`config.mk`:
```
export PLATFORM = sky130hd
export DESIGN_NAME = sram_controller_flat
export DESIGN_NICKNAME = d
export VERILOG_FILES = /design/src/rtl/sram_controller_if.sv /design/src/rtl/sram_controller.sv /design/src/flat_wrapper.sv
export SDC_FILE = /design/constraint.sdc
export NUM_CORES = 1
export LEC_CHECK = 0
export CORE_AREA = 2 2 88 48
export DETAILED_ROUTE_END_ITERATION = 16
export DIE_AREA = 0 0 90 50
export DONT_BUFFER_PORTS = 1
export PLACE_DENSITY = 0.72
export RECOVER_POWER = 25
export SYNTH_ARGS = -nofsm -noshare
export SYNTH_HDL_FRONTEND = slang
export SYNTH_SLANG_ARGS = --single-unit
```
`constraint.sdc`:
```
create_clock -name clk -period 2.3 [get_ports clk]
set_input_delay 0.115 -clock clk [delete_from_list [all_inputs] [get_ports clk]]
set_output_delay 0.115 -clock clk [all_outputs]
set_load 0.05 [all_outputs]
```
`src/rtl/sram_controller_if.sv`:
```
// ---------------------------------------------------------------------------
// sram_controller_if
//   Signal bundle between the CPU MEM stage / external SRAM and the
//   sram_controller.
//
//   CPU side  : wr_en, rd_en, address, write_data -> controller
//               read_data, ready                  <- controller
//   SRAM side : sram_addr, sram_dq_out, sram_dq_oe, sram_we_n <- controller
//               sram_dq_in                                    -> controller
//
//   The master modport is the environment, which owns both the CPU request
//   and the SRAM read data. The slave modport is the controller.
// ---------------------------------------------------------------------------
interface sram_controller_if;
    logic        wr_en;
    logic        rd_en;
    logic [31:0] address;
    logic [31:0] write_data;
    logic [31:0] read_data;
    logic        ready;
    logic [17:0] sram_addr;
    logic [15:0] sram_dq_out;
    logic [15:0] sram_dq_in;
    logic        sram_dq_oe;
    logic        sram_we_n;

    modport master (
        output wr_en, rd_en, address, write_data, sram_dq_in,
        input  read_data, ready, sram_addr, sram_dq_out, sram_dq_oe, sram_we_n
    );

    modport slave (
        input  wr_en, rd_en, address, write_data, sram_dq_in,
        output read_data, ready, sram_addr, sram_dq_out, sram_dq_oe, sram_we_n
    );
endinterface

```
`src/rtl/sram_controller.sv`:
```
// ---------------------------------------------------------------------------
// sram_controller
//   Maps 32-bit CPU loads/stores onto a 16-bit asynchronous SRAM as two
//   half-word accesses (low half, then high half), each WAIT_CYCLES long,
//   followed by a single DONE cycle. A request takes 2*WAIT_CYCLES+2 cycles
//   including the cycle it is first seen.
//
//   Parameters : WAIT_CYCLES (1..15) cycles per half access
//                BASE_ADDR   CPU byte address of SRAM word 0
//   Ports      : clk  - clock, rising edge
//                rst  - synchronous active-high reset
//                bus  - sram_controller_if.slave (CPU request + SRAM bus)
//
//   Optional   : define SRAM_READ_BUF_EN to add a one-entry read buffer that
//                lets a repeated read of the last completed word finish in
//                its request cycle without touching the SRAM.
//
//   The requester holds address/data/enables stable while ready=0, so they
//   are used directly rather than registered.
// ---------------------------------------------------------------------------
module sram_controller #(
    parameter int          WAIT_CYCLES = 2,
    parameter logic [31:0] BASE_ADDR   = 32'd1024
) (
    input  logic             clk,
    input  logic             rst,
    sram_controller_if.slave bus
);
    typedef enum logic [1:0] {IDLE, LOW, HIGH, DONE} state_t;

    localparam logic [3:0] CNT_LAST = 4'(WAIT_CYCLES - 1);

    state_t      state_q, state_d;
    logic [3:0]  cnt_q, cnt_d;
    logic [31:0] rd_data_q;

    logic [31:0] offset;
    logic [16:0] word_idx;
    logic        unused_offset_bits;
    logic        req, is_rd, start, buf_hit;
    logic        active, wr_act, cnt_last;

    // Offset wraps mod 2^32; byte lane bits and bits above the SRAM size
    // are dropped, so out-of-range addresses simply alias.
    assign offset             = bus.address - BASE_ADDR;
    assign word_idx           = offset[18:2];
    assign unused_offset_bits = ^{offset[31:19], offset[1:0]};

    // A simultaneous read+write is a write.
    assign req      = bus.rd_en | bus.wr_en;
    assign is_rd    = bus.rd_en & ~bus.wr_en;
    assign cnt_last = (cnt_q == CNT_LAST);

`ifdef SRAM_READ_BUF_EN
    logic        buf_vld_q;
    logic [16:0] buf_idx_q;

    assign buf_hit = buf_vld_q & is_rd & (state_q == IDLE) & (word_idx == buf_idx_q);

    always_ff @(posedge clk) begin
        if (rst) begin
            buf_vld_q <= 1'b0;
            buf_idx_q <= '0;
        end else if (state_q == DONE) begin
            if (is_rd) begin
                buf_vld_q <= 1'b1;
                buf_idx_q <= word_idx;
            end else if (bus.wr_en && word_idx == buf_idx_q) begin
                // Store to the buffered word makes the copy stale.
                buf_vld_q <= 1'b0;
            end
        end
    end
`else
    assign buf_hit = 1'b0;
`endif

    assign start = req & ~buf_hit;

    // Next-state logic
    always_comb begin
        state_d = state_q;
        cnt_d   = cnt_q;
        case (state_q)
            IDLE: begin
                if (start) begin
                    state_d = LOW;
                    cnt_d   = '0;
                end
            end
            LOW: begin
                if (cnt_last) begin
                    state_d = HIGH;
                    cnt_d   = '0;
                end else begin
                    cnt_d = cnt_q + 4'd1;
                end
            end
            HIGH: begin
                if (cnt_last) begin
                    state_d = DONE;
                    cnt_d   = '0;
                end else begin
                    cnt_d = cnt_q + 4'd1;
                end
            end
            // A request still held here is the one just completed.
            DONE:    state_d = IDLE;
            default: state_d = IDLE;
        endcase
    end

    // SRAM strobes are gated by rst so a reset aborts the access in the
    // very cycle it is asserted.
    assign active = ((state_q == LOW) || (state_q == HIGH)) && !rst;
    assign wr_act = active & bus.wr_en;

    assign bus.ready       = rst | (state_q == DONE) | ((state_q == IDLE) & ~start);
    assign bus.sram_addr   = active ? {word_idx, (state_q == HIGH)} : 18'd0;
    assign bus.sram_we_n   = ~wr_act;
    assign bus.sram_dq_oe  = wr_act;
    assign bus.sram_dq_out = !wr_act           ? 16'd0 :
                             (state_q == HIGH) ? bus.write_data[31:16] :
                                                 bus.write_data[15:0];
    assign bus.read_data   = rd_data_q;

    always_ff @(posedge clk) begin
        if (rst) begin
            state_q   <= IDLE;
            cnt_q     <= '0;
            rd_data_q <= '0;
        end else begin
            state_q <= state_d;
            cnt_q   <= cnt_d;
            // Capture each half on the last cycle of its access window.
            if (is_rd && cnt_last) begin
                if (state_q == LOW)  rd_data_q[15:0]  <= bus.sram_dq_in;
                if (state_q == HIGH) rd_data_q[31:16] <= bus.sram_dq_in;
            end
        end
    end
endmodule

```
`src/flat_wrapper.sv`:
```
// flat-port wrapper written by rule: the top's interface ports become plain ports
module sram_controller_flat 
#(
    parameter int          WAIT_CYCLES = 2,
    parameter logic [31:0] BASE_ADDR   = 32'd1024
)
  (clk, rst, bus_wr_en, bus_rd_en, bus_address, bus_write_data, bus_sram_dq_in, bus_read_data, bus_ready, bus_sram_addr, bus_sram_dq_out, bus_sram_dq_oe, bus_sram_we_n);
  sram_controller_if bus_i ();
  input  logic clk;
  input  logic rst;
  input wire logic [$bits(bus_i.wr_en)-1:0] bus_wr_en;
  input wire logic [$bits(bus_i.rd_en)-1:0] bus_rd_en;
  input wire logic [$bits(bus_i.address)-1:0] bus_address;
  input wire logic [$bits(bus_i.write_data)-1:0] bus_write_data;
  input wire logic [$bits(bus_i.sram_dq_in)-1:0] bus_sram_dq_in;
  output wire logic [$bits(bus_i.read_data)-1:0] bus_read_data;
  output wire logic [$bits(bus_i.ready)-1:0] bus_ready;
  output wire logic [$bits(bus_i.sram_addr)-1:0] bus_sram_addr;
  output wire logic [$bits(bus_i.sram_dq_out)-1:0] bus_sram_dq_out;
  output wire logic [$bits(bus_i.sram_dq_oe)-1:0] bus_sram_dq_oe;
  output wire logic [$bits(bus_i.sram_we_n)-1:0] bus_sram_we_n;
  assign bus_i.wr_en = bus_wr_en;
  assign bus_i.rd_en = bus_rd_en;
  assign bus_i.address = bus_address;
  assign bus_i.write_data = bus_write_data;
  assign bus_i.sram_dq_in = bus_sram_dq_in;
  assign bus_read_data = bus_i.read_data;
  assign bus_ready = bus_i.ready;
  assign bus_sram_addr = bus_i.sram_addr;
  assign bus_sram_dq_out = bus_i.sram_dq_out;
  assign bus_sram_dq_oe = bus_i.sram_dq_oe;
  assign bus_sram_we_n = bus_i.sram_we_n;
  sram_controller #(.WAIT_CYCLES(WAIT_CYCLES), .BASE_ADDR(BASE_ADDR)) u_core (.clk(clk), .rst(rst), .bus(bus_i));
endmodule
```
==> flow_summary.toml, run 1 <==
[setup_path]
cp.arrival_ns = 2.00
cp_data_required_time_ns = 2.18
path_class = "reg2out"
setup.worst_path.end_class = "output port"
crit_chain = "inv_1, ha_1, nor2b_1, nand2_1, buf_4, nor2_1, buf_4"
startpoint_type = "flip-flop"
cpPeakStageDelay_ns = 0.39
worstReg2RegStart = "u_core.state_q[1]"
cp_common_cell = "buf_4"
cp_slowest_cell = "dfxtp_1"
worstRegToRegCells = 6
path_delay_family = "buffers and inverters"
reg2reg_to = "u_core.cnt_q[2]"
crit_path_max_fanout = 18
crit_buf_inv = 3
r2r_slack_ns = 0.48

[clock_network]
cts_buffers = 5
cts_tree = "done"
cts_root_buffer = "clkbuf_8"
ctsHoldBuffers = 9
cts_num_sinks = 38
cts_setup_buffers = 0
postCtsResizedCells = 0
htreeDepth = 2
clk_pin_slew_ns = 0.07
max-clock-path-buffers = 2
clk_latency_ns = 0.28

[floorplanning]
die_y_um = 50
dieArea_um2 = 4500
rows = 16
die_x_um = 90
design.core.area_um2 = 3720
start_util = 0.563
num_io_pins = 153

[logic_synthesis]
synth.distinct_cells = 33
synth_area_leaders = "dfxtp_1 36%, mux2i_1 24%, nand2_1 9.3%, ha_1 4.8%, nor2_1 3.6%"
synth_xor_area_frac = 0
synth_edf_count = 0
synth-compound-area-share = 0.0579
synth_mux_area_frac = 0.239
async_reset_ff_frac = 0
seq_area_frac_synth = 0.363
yosys_warnings = 0
synthFlopType = "dfxtp_1"
synth.net_count = 337
synth_fa_ha_area_frac = 0.0478
synth_top_area_frac = 0.363
avgSynthCellArea_um2 = 8.55
synth_top_family_by_area = "simple AND/OR/NAND/NOR gates"
yosys_register_bits = 38
netlist_area_um2 = 2090
synth_largest_area_cell = "dfxtp_1"
synth_cells = 245
synth_simple_gate_area_frac = 0.249

[timing]
tightest_slew_ns = 0.639
finClkSkew_ns = 0.00649
rsz0062_at_grt = "false"
setup_ws_ns = 0.183
maxSlewViolCount = 0
finalSetupViolations = 0
fin_hold_ws_ns = 0.00786
finalCritPeriodShare = 0.920
max_freq_mhz = 472
tns_ns = 0
finalHoldViolCount = 0
relSlewSlack = 0.573
period_minus_slack_ns = 2.12

[final_layout]
fin_area_um2 = 2630
nets = 374
antennaDiodeCount = 0
final_layout_size_suffix_gt1_frac = 0.198
syn_to_final_growth_pct = 25.3
layout.cells.non_filler = 337

[drt]
detail_route.vias_per_cell = 5.26
finalWirelength_mm = 5.01
dr.pass1.iters = 4
ant_nets = 0
first_iter_violations = 109
routed-via-count = 1773
drc_errors = 0
avgRoutedWirePerCell_um = 14.9

[global_routing]
use_met2 = 0.387
grt_max_degree = 52
grt_busiest_layer = "met2"
antenna_found_initial = 0
grt_pass1_wl_mm = 8.21
overflow = 0
grt_usage = 0.226
grt_pass1_vias = 1748
met1_usage = 0.278
grt_use_met3 = 0.0856

[power]
leakage_nw = 1.12
p_per_area_nw_per_um2 = 1050
irDropWorstVdd_mv = 0.663

[hold_path]
holdPathStages = 2
hold_class = "in2reg"
min_from = "bus_sram_dq_in[0]"
min_to = "u_core.bus.read_data[16]"

[placement]
io_buffers = 0
pre_cts_slack_ns = 0.484
numPlacedInstances = 319
dp_hpwl_mm = 3.75
globalplace.congestion = 0.773
dpl_cell_area_um2 = 2380

[run_status]
status = "finished, final reports clean"

[job]
drv_cap = 0
-- power breakdown --
| group | internal, mW | leakage [nW] | switching [mW] |
|---|---|---|---|
| clock network | 0.463 | 0.0714 | 0.221 |
| logic | 0.413 | 0.746 | 0.887 |
| registers | 0.697 | 0.307 | 0.0689 |
-- cells by family (layout without fill, tap and decap cells) --
logic type,count (synthesis),in the layout
simple gates,108,108
compound gates,19,19
fa+ha+maj,8,8
buf+inv,22,60
flops,38,38
mux,50,50
-- state kept, by name, indices dropped and copies added, names as in the netlist --
name / flops
u_core.cnt_q: 4
u_core.bus.read_data: 32
u_core.state_q: 2
-- worst max path at each step --
| stage | startpoint | end | slack, ns | cells after the start |
|---|---|---|---|---|
| global placement | u_core.state_q[0] | bus_ready | 0.53 | 4 |
| CTS | u_core.state_q[1] | bus_sram_dq_out[15] | 0.17 | 7 |
| floorplan | u_core.state_q[1] | bus_sram_dq_out[10] | -0.02 | 7 |
| detailed placement | u_core.state_q[1] | u_core.cnt_q[2] | 0.48 | 6 |
| finish | u_core.state_q[1] | bus_sram_dq_out[3] | 0.18 | 7 |
| global route | u_core.state_q[1] | bus_sram_dq_out[15] | 0.07 | 7 |
-- cell type report --
cell class	instances	area, um2
sequential	38	761
fill	318	1100
timing repair buffer	44	355
clock buffer	6	82.6
clock inverter	2	60.1
multi-input combinational	185	1270
tap	54	67.6
inverter	8	30.0
-- worst register-to-register path, delay by kind of cell, from the launching register on --
family                     cells  cell delay (ns)
AOI/OAI and AO/OA              1             0.10
and+or+nand+nor                2             0.63
buffers and inverters          2             0.29
adders and majority gates      1             0.34
DFF                            1             0.39
-- synth_stat cells, types with 2 or more instances --
cell type and instances:
and4b_1 2, clkbuf_1 10, or2_2 2, nand2_1 52, a21oi_1 6, o31ai_1 3, nand4b_1 2, dfxtp_1 38
inv_1 7, o21ai_0 3, ha_1 8, mux2i_1 50, nor2_1 20, or3_1 6, nand2b_1 6, and2_1 8
nor2b_1 2, buf_2 3, o211ai_1 2, or4_1 2
-- through the flow --
step / utilization / power, mW
5_1_grt: 0.705 / 2.89
3_3_place_gp: 0.640 / 2.05
4_1_cts: 0.702 / 2.76
3_5_place_dp: 0.640 / 2.07
6_report: 0.705 / 2.75
2_1_floorplan: - / 1.80
-- placed cells by master, fill, tap and decap left out, types with 3 or more instances in the layout --
master         count
nand2_1           52
mux2i_1           50
dfxtp_1           38
buf_4             34
nor2_1            12
dlygate4sd3_1     10
and2_1             8
nor2_2             8
ha_1               8
inv_1              7
or3_1              6
nand2b_1           6
a21oi_1            6
clkbuf_8           6
o21ai_0            3
-- per-layer routing --
layer | vias to the layer above | share of wire
li1 | 901 | -
met1 | 809 | 0.45
met2 | 61 | 0.47
met3 | 2 | 0.082
met4 | 0 | 0.0020
met5 | - | 0
(Power assumes the default switching activity.)
==> run 2, diff against run 1 <==
- ABC_AREA: unset -> 1
- CORE_AREA: 2 2 88 48 -> 2 2 95 51
- DIE_AREA: 0 0 90 50 -> 0 0 97 53
==> run 2 against run 1 <==
Effect of this change: combinational power grew 40%; sequential share of layout area shrank 3.9 points; core utilization grew 0.59 points; worst setup slack lost 0.023 ns; maximum frequency shrank 1.1%; wire length grew 33%; synthesized cell count grew 35%.
==> flow_summary.toml, run 2 <==
[run_status]
status = "finished, final reports clean"

[floorplanning]
design.core.area_um2 = 4280
die_y_um = 53
start_util = 0.565
dieArea_um2 = 5140
die_x_um = 97
rows = 17
num_io_pins = 153

[logic_synthesis]
synth_top_area_frac = 0.315
synth.net_count = 423
seq_area_frac_synth = 0.315
synth_edf_count = 0
yosysMostFrequentCell = "nand2_1"
synthFlopType = "dfxtp_1"
synth_largest_area_cell = "dfxtp_1"
synth.distinct_cells = 30
synth_xor_area_frac = 0.00725
synth_simple_gate_area_frac = 0.378
synth_fa_ha_area_frac = 0.0414
synth_cells = 331
netlist_area_um2 = 2420
synth_area_leaders = "dfxtp_1 31%, nand2_1 10%, nand4_1 8.5%, a21oi_1 7.5%, a21oi_2 7.3%"
yosys_register_bits = 38
synth-compound-area-share = 0.149
avgSynthCellArea_um2 = 7.30
synth_top_family_by_area = "simple AND/OR/NAND/NOR gates"
synth_mux_area_frac = 0
yosys_warnings = 0
async_reset_ff_frac = 0
yosys-top-cells-count = "66 x nand2_1, 38 x dfxtp_1, 36 x a21oi_1"

[final_layout]
final_cell_mix = "66 x nand2_1, 36 x dfxtp_1, 33 x nor2_1, 33 x nand4_1, 29 x a21oi_2"
fill_cells = 366
final_common_cell = "nand2_1"
final_layout_size_suffix_gt1_frac = 0.330
largest_reg_flops = 32
antennaDiodeCount = 0
syn_to_final_growth_pct = 25.8
nets = 457
seq_area_um2 = 763
multiInputGateArea_um2 = 1430

[power]
p_switching_mw = 1.53
p_sw_frac = 0.499
p_seq_frac = 0.257
comb_power_share = 0.596
leakage_nw = 1.17
p_per_area_nw_per_um2 = 1010
finalPower_mw = 3.06
irDropWorstVdd_mv = 0.592
power.share.clock = 0.147
p_int_mw = 1.53

[timing]
maxSlewViolCount = 0
fin_hold_ws_ns = 0.00148
finalHoldViolCount = 0
max_freq_mhz = 467
tns_ns = 0
tightest_slew_ns = 0.579
finalCritPeriodShare = 0.930
finClkSkew_ns = 0.00878
finalSetupViolations = 0
rsz0062_at_grt = "false"
period_minus_slack_ns = 2.14
relSlewSlack = 0.614

[setup_path]
setup.worst_path.end_class = "output port"
cp.arrival_ns = 2.02
r2r_slack_ns = 0.63
cpPeakStageDelay_ns = 0.39
worstRegToRegCells = 6
cp_data_required_time_ns = 2.18
path_class = "reg2out"
cp_common_cell = "buf_4"
cp_slowest_cell = "ha_2"
crit_chain = "inv_1, ha_2, inv_2, nor2_4, clkinvlp_4, buf_4, nor2_1, buf_4"
crit_path_max_fanout = 7
reg2reg_to = "u_core.bus.read_data[15]"
startpoint_type = "flip-flop"
worstReg2RegStart = "u_core.cnt_q[0]"

[drt]
ant_nets = 0
finalWirelength_mm = 6.68
avgRoutedWirePerCell_um = 15.9
first_iter_violations = 139
detail_route.vias_per_cell = 5.51
dr.pass1.iters = 4
routed-via-count = 2318
drc_errors = 0

[hold_path]
holdPathStages = 2
min_to = "u_core.bus.read_data[1]"
min_from = "bus_sram_dq_in[1]"
hold_class = "in2reg"

[global_routing]
grt_pass1_wl_mm = 10.6
grt_max_degree = 35
grt_pass1_vias = 2090
antenna_found_initial = 0
grt_usage = 0.261
overflow = 0

[clock_network]
max-clock-path-buffers = 2
cts_num_sinks = 38
htreeDepth = 2
clk_pin_slew_ns = 0.07
cts_tree = "done"
cts_buffers = 5
clk_latency_ns = 0.29
cts_root_buffer = "clkbuf_8"

[job]
drv_cap = 0

[placement]
io_buffers = 0
globalplace.congestion = 0.870
dp_hpwl_mm = 5.00
run 2: how the worst max path moves through the flow:
| stage | endpoint | cells past startpoint | slack [ns] | startpoint |
|---|---|---|---|---|
| final | bus_sram_addr[7] | 8 | 0.16 | u_core.state_q[1] |
| after CTS | bus_sram_addr[14] | 8 | 0.08 | u_core.state_q[0] |
| after detailed placement | bus_sram_dq_out[13] | 7 | 0.39 | u_core.state_q[0] |
| after global routing | bus_sram_addr[4] | 8 | 0.03 | u_core.state_q[1] |
| after floorplan | bus_sram_addr[13] | 6 | 0.03 | u_core.state_q[0] |
| after global placement | bus_sram_dq_out[4] | 7 | 0.44 | u_core.state_q[0] |
run 2: cells by family (layout without fill, tap and decap cells):
logic type	after synthesis	in the layout
buffers and inverters	48	81
flip-flops	38	38
adder cells (fa/ha/maj)	8	8
XOR/XNOR	2	2
AO/OA/AOI/OAI	57	57
AND/OR/NAND/NOR	178	178
run 2: metal layers:
| layer | global-route usage | part of all wire | vias up |
|---|---|---|---|
| met5 | 0 | 0 | - |
| met4 | 0.0399 | 0.0082 | 0 |
| met3 | 0.0793 | 0.067 | 9 |
| met2 | 0.407 | 0.45 | 67 |
| met1 | 0.364 | 0.48 | 1083 |
| li1 | - | - | 1159 |
run 2: area by class of cell:
class,count,share of cell area
Multi-Input combinational cell,245,0.471
Clock buffer,6,0.0272
Timing Repair Buffer,48,0.192
Sequential cell,38,0.251
Tap cell,57,0.0235
Inverter,27,0.0346
run 2: what timing repair did:
action	in CTS	in global routing
gates resized for setup	0	15
setup endpoints to repair	0	19
hold buffers	4	0
buffers inserted	0	4
endpoints found under the hold margin	34	0
run 2: power groups by stage:
stage	logic, mW	clock network (mW)	registers, mW
2_1_floorplan	1.29	0	0.783
3_3_place_gp	1.67	0	0.792
3_5_place_dp	1.69	0	0.797
4_1_cts	1.72	0.450	0.782
5_1_grt	1.95	0.474	0.790
6_report	1.82	0.449	0.786
run 2: stage by stage:
stage	setup slack (ns)	util	instance area (um2)	instances
2_1_floorplan	0.0315	-	2420	331
3_3_place_gp	0.444	0.661	2830	407
3_5_place_dp	0.395	0.661	2830	407
4_1_cts	0.0844	0.692	2960	417
5_1_grt	0.0316	0.711	3040	421
6_report	0.160	0.711	3040	421
run 2: critical path: cells and delay by family, from the launching register on:
family | cells | cell delay, ns
adder cells (fa/ha/maj) | 1 | 0.39
flip-flops | 1 | 0.36
AND/OR/NAND/NOR | 2 | 0.26
buffers and inverters | 5 | 0.73
